**src/rtl/ntt_butterfly_unit.sv**
```systemverilog
// Pipelined Kyber butterfly (q = 3329): Cooley-Tukey for NTT, Gentleman-Sande for INTT.
// Optional macro INTT_HALVE_EN: scale both INTT outputs by 2^-1 mod q.
module ntt_butterfly_unit #(
  parameter int DATA_WIDTH = 12,
  parameter int Q          = 3329,
  parameter int LATENCY    = 3
) (
  input  logic                  clk,
  input  logic                  rst,
  input  logic                  valid_in,
  input  logic [DATA_WIDTH-1:0] butterfly_in1,
  input  logic [DATA_WIDTH-1:0] butterfly_in2,
  input  logic [DATA_WIDTH-1:0] butterfly_twiddle,
  input  logic                  butterfly_inverse,
  output logic                  valid_out,
  output logic [DATA_WIDTH-1:0] butterfly_u,
  output logic [DATA_WIDTH-1:0] butterfly_v
);

  localparam logic [12:0] QW      = 13'(Q);
  localparam logic [36:0] BARRETT = 37'd5039;

  generate
    if (Q != 3329 || DATA_WIDTH != 12 || LATENCY != 3) begin : g_bad_cfg
      $error("ntt_butterfly_unit supports only Q=3329, DATA_WIDTH=12, LATENCY=3");
    end
  endgenerate

  // Stage 1: operands and, for INTT, the reduced sum and difference
  logic        v1_q, v1_d, inv1_q, inv1_d;
  logic [11:0] a1_q, a1_d, b1_q, b1_d, w1_q, w1_d, sum1_q, sum1_d, dif1_q, dif1_d;
  // Stage 2a: product plus the value that bypasses the multiplier
  logic        v2_q, v2_d, inv2_q, inv2_d;
  logic [11:0] x2_q, x2_d;
  logic [23:0] p2_q, p2_d;
  // Stage 2b: product plus Barrett quotient estimate
  logic        v3_q, v3_d, inv3_q, inv3_d;
  logic [11:0] x3_q, x3_d, tq3_q, tq3_d;
  logic [23:0] p3_q, p3_d;
  // Output registers
  logic        vo_q, vo_d;
  logic [11:0] u_q, u_d, vv_q, vv_d;

  logic [12:0] sum_raw, dif_raw, r_raw, t_red, s_raw, d_raw, u_res, v_res;
  logic [11:0] mul_op;

`ifdef INTT_HALVE_EN
  function automatic logic [12:0] halve(input logic [12:0] x);
    logic [13:0] ext;
    ext = x[0] ? (14'(x) + 14'(QW)) : 14'(x);
    return ext[13:1];
  endfunction
`endif

  always_comb begin
    sum_raw = 13'(butterfly_in1) + 13'(butterfly_in2);
    dif_raw = 13'(butterfly_in1) + QW - 13'(butterfly_in2);
    if (sum_raw >= QW) sum_raw = sum_raw - QW;
    if (dif_raw >= QW) dif_raw = dif_raw - QW;

    v1_d   = valid_in;
    inv1_d = inv1_q;
    a1_d   = a1_q;
    b1_d   = b1_q;
    w1_d   = w1_q;
    sum1_d = sum1_q;
    dif1_d = dif1_q;
    if (valid_in) begin
      inv1_d = butterfly_inverse;
      a1_d   = butterfly_in1;
      b1_d   = butterfly_in2;
      w1_d   = butterfly_twiddle;
      if (butterfly_inverse) begin
        sum1_d = sum_raw[11:0];
        dif1_d = dif_raw[11:0];
      end
    end
  end

  always_comb begin
    mul_op = inv1_q ? dif1_q : b1_q;
    v2_d   = v1_q;
    inv2_d = inv2_q;
    x2_d   = x2_q;
    p2_d   = p2_q;
    if (v1_q) begin
      inv2_d = inv1_q;
      x2_d   = inv1_q ? sum1_q : a1_q;
      p2_d   = 24'(w1_q) * 24'(mul_op);
    end
  end

  // Quotient estimate floor(p*5039/2^24) undershoots floor(p/q) by at most one
  always_comb begin
    v3_d   = v2_q;
    inv3_d = inv3_q;
    x3_d   = x3_q;
    p3_d   = p3_q;
    tq3_d  = tq3_q;
    if (v2_q) begin
      inv3_d = inv2_q;
      x3_d   = x2_q;
      p3_d   = p2_q;
      tq3_d  = 12'((37'(p2_q) * BARRETT) >> 24);
    end
  end

  // Remainder is below 2q, so 13 bits of the difference are exact
  always_comb begin
    r_raw = p3_q[12:0] - 13'(24'(tq3_q) * 24'(Q));
    t_red = (r_raw >= QW) ? (r_raw - QW) : r_raw;
    s_raw = 13'(x3_q) + t_red;
    d_raw = 13'(x3_q) + QW - t_red;
    if (s_raw >= QW) s_raw = s_raw - QW;
    if (d_raw >= QW) d_raw = d_raw - QW;
    if (inv3_q) begin
`ifdef INTT_HALVE_EN
      u_res = halve(13'(x3_q));
      v_res = halve(t_red);
`else
      u_res = 13'(x3_q);
      v_res = t_red;
`endif
    end else begin
      u_res = s_raw;
      v_res = d_raw;
    end
    vo_d = v3_q;
    u_d  = v3_q ? u_res[11:0] : u_q;
    vv_d = v3_q ? v_res[11:0] : vv_q;
  end

  always_ff @(posedge clk or posedge rst) begin
    if (rst) begin
      v1_q <= 1'b0;
      v2_q <= 1'b0;
      v3_q <= 1'b0;
      vo_q <= 1'b0;
      u_q  <= '0;
      vv_q <= '0;
    end else begin
      v1_q <= v1_d;
      v2_q <= v2_d;
      v3_q <= v3_d;
      vo_q <= vo_d;
      u_q  <= u_d;
      vv_q <= vv_d;
    end
  end

  // Data-only registers need no reset; they are qualified by the stage valids
  always_ff @(posedge clk) begin
    inv1_q <= inv1_d;
    a1_q   <= a1_d;
    b1_q   <= b1_d;
    w1_q   <= w1_d;
    sum1_q <= sum1_d;
    dif1_q <= dif1_d;
    inv2_q <= inv2_d;
    x2_q   <= x2_d;
    p2_q   <= p2_d;
    inv3_q <= inv3_d;
    x3_q   <= x3_d;
    p3_q   <= p3_d;
    tq3_q  <= tq3_d;
  end

  assign valid_out   = vo_q;
  assign butterfly_u = u_q;
  assign butterfly_v = vv_q;

endmodule

```
**config.mk**
```make
export PLATFORM = sky130hd
export DESIGN_NAME = ntt_butterfly_unit
export DESIGN_NICKNAME = d
export VERILOG_FILES = /design/src/rtl/ntt_butterfly_unit.sv
export SDC_FILE = /design/constraint.sdc
export NUM_CORES = 1
export LEC_CHECK = 0
export ABC_CLOCK_PERIOD_IN_PS = 7800
export CORE_ASPECT_RATIO = 0.5
export CORE_MARGIN = 2
export CORE_UTILIZATION = 57
export CTS_BUF_LIST = sky130_fd_sc_hd__clkbuf_4 sky130_fd_sc_hd__clkbuf_8 sky130_fd_sc_hd__clkbuf_16
export DETAILED_ROUTE_END_ITERATION = 16
export PLACE_DENSITY = 0.76
export SETUP_SLACK_MARGIN = 0.1
export SLEW_MARGIN = 0
export SYNTH_ARGS = -nofsm -noshare
export SYNTH_HDL_FRONTEND = slang
export SYNTH_SLANG_ARGS = --single-unit
```
**constraint.sdc**
```tcl
create_clock -name clk -period 7.8 [get_ports clk]
set_input_delay 2.34 -clock clk [delete_from_list [all_inputs] [get_ports clk]]
set_output_delay 2.34 -clock clk [all_outputs]
set_load 0.01 [all_outputs]
```
; ---- Yosys cells after proc, flatten, opt, wreduce, memory -nomap -nowiden
; Cells that the tools add are included.
[word_totals]
regBits = 164
elab_cells = 49
inputBits = 40
output_inout_bits = 25
[classes]
n_mul = 3
magnitude_cmp = 5
n_addsub = 12
n_reduce_logical = 1
n_mux = 9
[ops]
columns = cell, n
row1 = $mux W12, 8
row2 = $ge A13 B12 Y1 const B, 5
row3 = $sub A12 B12 Y12 const B, 4
row4 = $mul A24 B13 Y36 const B, 1
row5 = $add A12 B12 Y13 const B, 2
row6 = $sub A13 B13 Y13, 2
row7 = $mul A12 B12 Y24, 1
row8 = $add A12 B12 Y13, 1
row9 = $add A12 B13 Y13, 1
row10 = $mul A12 B12 Y13 const B, 1
row11 = $mux W13, 1
row12 = $sub A13 B12 Y13, 1
row13 = $sub A13 B12 Y13 const B, 1
row14 = $reduce_and A2 Y1, 1

; ---- Depth between registers and ports, before layout
; Gate-level depths: netlist of the first run.
[logic_depth]
ltp_word = 8
mapped_depth = 39
depth_no_buf = 37

; ---- Worst setup path after synthesis of the first run
; OpenSTA, ideal clock, no wires.
[synth_path]
path_type = reg2reg
start = register tq3_q[0]
end = register vv_q[6], in the netlist butterfly_v[6]
t_required_ps = 7674
slack_ps = 137
setup_ps = 126
period_less_slack_ps = 7663
arrival_ps = 7537
stages_incl_launch_ff = 36
path_buffers = 3
path_cell_list = edfxtp_1 > fa_1 > fa_1 > ha_1 > inv_1 > fa_1 > ha_1 > buf_6 > o211ai_1 > a21boi_1 > mux2_4 > o32ai_1 > o22ai_2 > o21ai_0 > clkbuf_1 > nor2_1 > a21oi_1 > inv_1 > ha_1 > inv_1 > ha_1 > fa_1 > a21oi_1 > nor2_1 > nor2_1 > o21bai_1 > a21oi_1 > o21bai_1 > a21oi_1 > mux2i_2 > xnor2_2 > o21ai_2 > a32oi_2 > buf_6 > o31ai_1 > a221o_1
[synth_between]
elab_chain_cells = 8
elab_cells_between_ends = 10
classes_between = add/sub (4) / mul (1) / order compare (2) / mux (3)
[synth_lines]
columns = item, line
row1 = from (decl), 38  ; logic [11:0] x3_q, x3_d, tq3_q, tq3_d;
row2 = from (signal assigned), 165  ; tq3_q <= tq3_d;
row3 = $mul A12 B12 Y13 *, 110  ; r_raw = p3_q[12:0] - 13'(24'(tq3_q) * 24'(Q));
row4 = $sub A13 B13 Y13 *, 110
row5 = $sub A13 B12 Y13 / $ge A13 B12 Y1 (equally long branches), 111  ; t_red = (r_raw >= QW) ? (r_raw - QW) : r_raw;
row6 = $mux W13 *, 111
row7 = $sub A13 B13 Y13, 113  ; d_raw = 13'(x3_q) + QW - t_red;
row8 = $sub A12 B12 Y12 / $ge A13 B12 Y1 (equally long branches), 115  ; if (d_raw >= QW) d_raw = d_raw - QW;
row9 = $mux W12, 115
row10 = $mux W12 *, 116  ; if (inv3_q) begin
row11 = to (signal assigned), 147  ; vv_q <= vv_d;
row12 = to (decl), 42  ; logic [11:0] u_q, u_d, vv_q, vv_d;
; Mark *: on every way between the ends. The rest lies on a longest branch, timed or not.
; A chain may end at the register's enable or synchronous reset.

; ---- Final worst setup path of the first run
[layout_path]
start = register tq3_q[0]
end = register vv_q[1], in the netlist butterfly_v[1]
; Same word-level chain as after synthesis.

==> impl_metrics.ini, run 1 <==
[min_path]
worstHoldStart = x2_q[4]
hold_path.class = flip-flop to flip-flop
min_to = x3_q[4]
hold_path_depth = 0

[finish]
layout_commonest_cell = inv_1
utilization_pct = 66.00
syn2layout_area_growth_pct = 12.85
diodes = 0
final_area_sq_um = 23030
multi_input_area_sq_um = 14260
layout_common_cells = inv_1, ha_1, fa_1
drive_above_1_share_pct = 11.25
num-fill-cells = 2626
nets = 2671
register_area_sq_um = 4785

[floorplan]
die_y_microns = 137.8
die_w_microns = 271.6
row_count = 48
io_pins = 65
dieArea_sq_um = 37420
start_util_pct = 58.48
core-area_sq_um = 34890

[place]
dpl_cell_area_sq_um = 21930
hpwl_microns = 35090
place_ws_ns = -0.1446
gp_congestion = 0.8913
io_buffers = 64

[critical_path]
arrival_ns = 7.84
worstPathMaxFanout = 7
crit_type = flip-flop to flip-flop
rr_startpoint = tq3_q[0]
critical-path-max-stage-delay_ns = 0.55
cp-start-kind = flip-flop
r2r_setup_slack_ns = 0.27
worst-r2r-cell-count = 37
cp-end-kind = flip-flop
required_ns = 8.10
crit_path_top_delay_cell = fa_1
r2r-end = butterfly_v[1]
critPathMostFrequentCell = inv_2

[timing]
fmax_ghz = 0.1328
slew_viol_final = 0
setup_viol = 0
finClkSkew_ns = 0.01237
hold_viol = 0
rsz0062_at_grt = yes
worst_slack_ns = 0.2681
slew-limit-headroom_pct = 20.04
timing.final.crit_share_pct = 96.56
whs_ns = 0.4192
period_minus_slack_ns = 7.532
worst_pin_slew_ns = 1.199

[clock_network]
cts_hold_buf = 0
clockRootBuffer = clkbuf_16
cts_tree = yes
clk_pin_slew_worst_paths_ns = 0.07
clockBufferDepth = 2
cts.sinks = 164
cts_buffers = 17
htree_levels = 4
insertion_delay_ns = 0.46

[synthesis]
synthFlopType = edfxtp_1
yosysTopAreaCellShare_pct = 23.25
yosys_warnings = 0
syn_area_sq_um = 20410
post-synth-top-area-cell = fa_1
synth_area_per_cell_sq_um = 10.30
synth_edf_count = 136
synth_nets = 2550
synthTopCellsByArea = fa_1, edfxtp_1, ha_1
synth_seq_cells = 164
async_flop_share_pct = 17.07
synthCells = 1982
yosysSeqAreaShare_pct = 23.45
ys_types = 87

[global_route]
use_met2_pct = 40.26
grt_use_met1_pct = 34.03
grt_pass1_wl_microns = 72110
grt_pass1_vias = 14320
grt_usage_pct = 24.52
busiest_layer = met2
antenna_found_initial = 0
grt_use_met3_pct = 4.531
grt_max_degree = 40
grt_overflow = 0

[detailed_routing]
ant_nets = 0
drt_pass1_iterations = 5
drt-wirelength-per-cell_microns = 16.94
drc = 0
wl_microns = 43900
via_count = 14060
drt-initial-drc-count = 869
via_per_inst = 5.426

[job]
max-cap-violations = 0

[run_status]
status = completed
==> critical path: cells and delay by family, from the launching register on <==
kind	cells	cell delay, ns
buf+inv	7	0.67
simple gates	6	0.93
flops	1	0.42
compound gates	12	2.06
fa+ha+maj	7	2.46
xor+xnor	3	0.39
mux	2	0.44
==> per-stage QoR <==
step	setup TNS [ns]	std cells
finish	0	2591
global route	-0.2176	2591
CTS	0	2578
detailed placement	-0.5747	2543
global placement	0	2543
floorplan	0	1982
==> cell usage after synthesis, types with 15 or more instances <==
library cell and instances:
fa_1 237, mux2_2 24, nor3_1 20, a21oi_1 61
and3_1 15, nand2_1 135, nand3_1 22, nand2b_1 21
xor2_1 33, o21bai_1 18, ha_1 291, xnor2_1 89
and2_1 49, nor2_1 81, nor2b_1 36, edfxtp_1 136
a21o_1 22, inv_1 399, o21ai_0 42, clkbuf_1 39
dfrtp_1 28
==> state kept, by name (all words and copies together), names as in the netlist, 12 cells and up <==
register	flops
p2_q	24
tq3_q	12
b1_q	12
butterfly_u	12
dif1_q	12
w1_q	12
x3_q	12
butterfly_v	12
x2_q	12
p3_q	13
a1_q	12
sum1_q	12
==> cell type report <==
cell class                 count  area share [%]
sequential                   164           20.78
inverter                     400           6.520
tap                          475           2.581
clock buffer                  18           1.880
multi-input combinational   1372           61.93
clock inverter                14          0.7172
timing repair buffer         148           5.596
==> worst max path at each step <==
stage,to,start
2_1_floorplan,butterfly_v[6],tq3_q[0]
3_3_place_gp,butterfly_v[6],tq3_q[0]
3_5_place_dp,butterfly_v[6],tq3_q[0]
4_1_cts,butterfly_v[5],tq3_q[0]
5_1_grt,butterfly_v[1],tq3_q[0]
6_report,butterfly_v[1],tq3_q[0]
==> logic make-up (layout without fill, tap and decap cells) <==
logic type | count (synthesis) | in the layout | share of synthesized area (%)
simple gates | 424 | 425 | 10.29
xor+xnor | 125 | 125 | 5.530
flops | 164 | 164 | 23.45
fa+ha+maj | 528 | 528 | 41.09
mux | 34 | 34 | 1.876
buf+inv | 447 | 580 | 8.443
compound gates | 260 | 260 | 9.326
==> timing repair <==
item / 4_1_cts / 5_1_grt
gates resized for setup: 8 / 79
hold endpoints to repair: 0 / 0
endpoints found under the setup margin: 19 / 24
pin swaps: 5 / 51
cloned: 0 / 1
setup buffers: 3 / 13
==> metal layers <==
| layer | share of wire [%] | vias to the layer above |
|---|---|---|
| met3 | 5.8 | 58 |
| li1 | - | 6740 |
| met5 | 0 | - |
| met1 | 46 | 6881 |
| met4 | 1.5 | 0 |
| met2 | 47 | 379 |
Power of run 1 is not shown: default switching activity piles up to over one toggle a cycle in this logic, so the estimate is an artifact.
==> inputs of run 2 (changes only) <==
SKIP_LAST_GASP = 1   (was unset)
==> results of run 2 <==
No change in the layout: final DEF, timing and power equal those of run 1.
Power of run 2 is left out for the same reason.
==> inputs of run 3 (changes only) <==
RECOVER_POWER = 100   (was unset)
==> run 3 against run 2 <==
The run now ends with max-capacitance violations, max-slew violations left. Final area fell by 0.14%. Global-route usage did not move. Core utilization fell by 0.090 points. Critical path depth fell by 3. Clock-buffer cell count did not move. Critical endpoint unchanged. Largest cell class unchanged. Highest routed layer unchanged.
==> impl_metrics.ini, run 3 (synthesis results as in run 1) <==
[critical_path]
critPathMostFrequentCell = inv_2
critical-path-max-stage-delay_ns = 0.55
crit_path_top_delay_cell = fa_1
arrival_ns = 7.81
cp-start-kind = flip-flop
path_buf_inv = 5
required_ns = 8.10
crit_type = flip-flop to flip-flop
cp_num_cells = 34
crit_family = compound AO/OA/AOI/OAI gates
cp-end-kind = flip-flop
worstPathMaxFanout = 7
worst-r2r-cell-count = 34

[clock_network]
clk_pin_slew_worst_paths_ns = 0.07
cts_hold_buf = 0
clockBufferDepth = 2
clockRootBuffer = clkbuf_16
cts_tree = yes
cts.sinks = 164
htree_levels = 4
cts_buffers = 17
insertion_delay_ns = 0.46

[finish]
multi_input_area_sq_um = 14260
diodes = 0
register_area_sq_um = 4785
drive_above_1_share_pct = 10.59
reg.largest.list = p2_q x24, p3_q x13
stdcell_count = 2591
top_register = p2_q
syn2layout_area_growth_pct = 12.70
largest_reg_flops = 24
layout_commonest_cell = inv_1
layout_common_cells = inv_1, ha_1, fa_1
nets = 2671
num-fill-cells = 2629
final_area_sq_um = 23000

[floorplan]
io_pins = 65
dieArea_sq_um = 37420
die_w_microns = 271.6
row_count = 48
die_y_microns = 137.8
start_util_pct = 58.48
core-area_sq_um = 34890

[run_status]
violations = max-capacitance violations, max-slew violations
status = finished, violations left

[detailed_routing]
drt-wirelength-per-cell_microns = 16.91
ant_nets = 0
drt-initial-drc-count = 897
via_count = 14030
drc = 0
wl_microns = 43810
drt_pass1_iterations = 5
via_per_inst = 5.414

[timing]
finClkSkew_ns = 0.01543
period_minus_slack_ns = 7.509
setup_viol = 0
slew-limit-headroom_pct = -52.68
fmax_ghz = 0.1332
worst_pin_slew_ns = 2.290
hold_viol = 0
rsz0062_at_grt = yes
slew_viol_final = 173
whs_ns = 0.4197
timing.final.crit_share_pct = 96.27

[global_route]
grt_max_degree = 40
grt_pass1_vias = 14320
grt_pass1_wl_microns = 72110
grt_overflow = 0
grt_usage_pct = 24.52
antenna_found_initial = 0

[place]
dpl_cell_area_sq_um = 21930
dp_cells = 2543
gp_congestion = 0.8913
hpwl_microns = 35090
io_buffers = 64

[min_path]
hold_path_depth = 0
hold_path.class = flip-flop to flip-flop

[job]
max-cap-violations = 5
-- run 3: cell types whose count changed in the layout (fill, tap and decap cells not counted), moves of 3 or more --
| cell | change |
|---|---|
| clkdlybuf4s50_1 | -63 |
| buf_4 | -7 |
| mux2_1 | +5 |
| dlygate4sd3_1 | +63 |
| clkbuf_1 | +7 |
| and2_0 | +3 |
| and2_1 | -3 |
| mux2_2 | -5 |
-- run 3: final timing paths --
path                                from             end  slack [ns]
min in group asynchronous            rst  butterfly_u[4]        2.94
worst max register to register  tq3_q[0]  butterfly_v[1]        0.29
worst min register to register   x2_q[4]         x3_q[4]        0.42
worst max-delay path            tq3_q[0]  butterfly_v[1]        0.29
max in group asynchronous            rst  butterfly_v[5]        3.87
worst min-delay path             x2_q[4]         x3_q[4]        0.42
-- run 3: per-layer routing --
metal | global-route usage, % | vias up | part of all wire (%)
met4 | 5.800 | 0 | 1.4
met2 | 40.26 | 370 | 47
li1 | - | 6743 | -
met3 | 4.531 | 48 | 5.9
met1 | 34.03 | 6866 | 46
met5 | 0 | - | 0
-- run 3: cell type report --
cell class                      instances  share of cell area, %
Multi-Input combinational cell       1372                  61.99
Clock buffer                           18                  1.882
Tap cell                              475                  2.584
Inverter                              400                  6.528
Sequential cell                       164                  20.80
Clock inverter                         14                 0.7181
Timing Repair Buffer                  148                  5.489
-- run 3: stage by stage --
| stage | setup slack [ns] | utilization (%) | TNS [ns] |
|---|---|---|---|
| 2_1_floorplan | 0.1374 | - | 0 |
| 3_3_place_gp | 0.07049 | 62.86 | 0 |
| 3_5_place_dp | -0.1446 | 62.86 | -0.5747 |
| 4_1_cts | 0.08552 | 64.74 | 0 |
| 5_1_grt | -0.05161 | 65.91 | -0.2822 |
| 6_report | 0.2908 | 65.91 | 0 |
-- run 3: what timing repair did --
item | 4_1_cts | 5_1_grt
buffers inserted | 3 | 13
gates resized for setup | 8 | 79
setup endpoints to repair | 19 | 24
gates cloned | 0 | 1
pin swaps | 5 | 51
Power of run 3 is left out for the same reason.
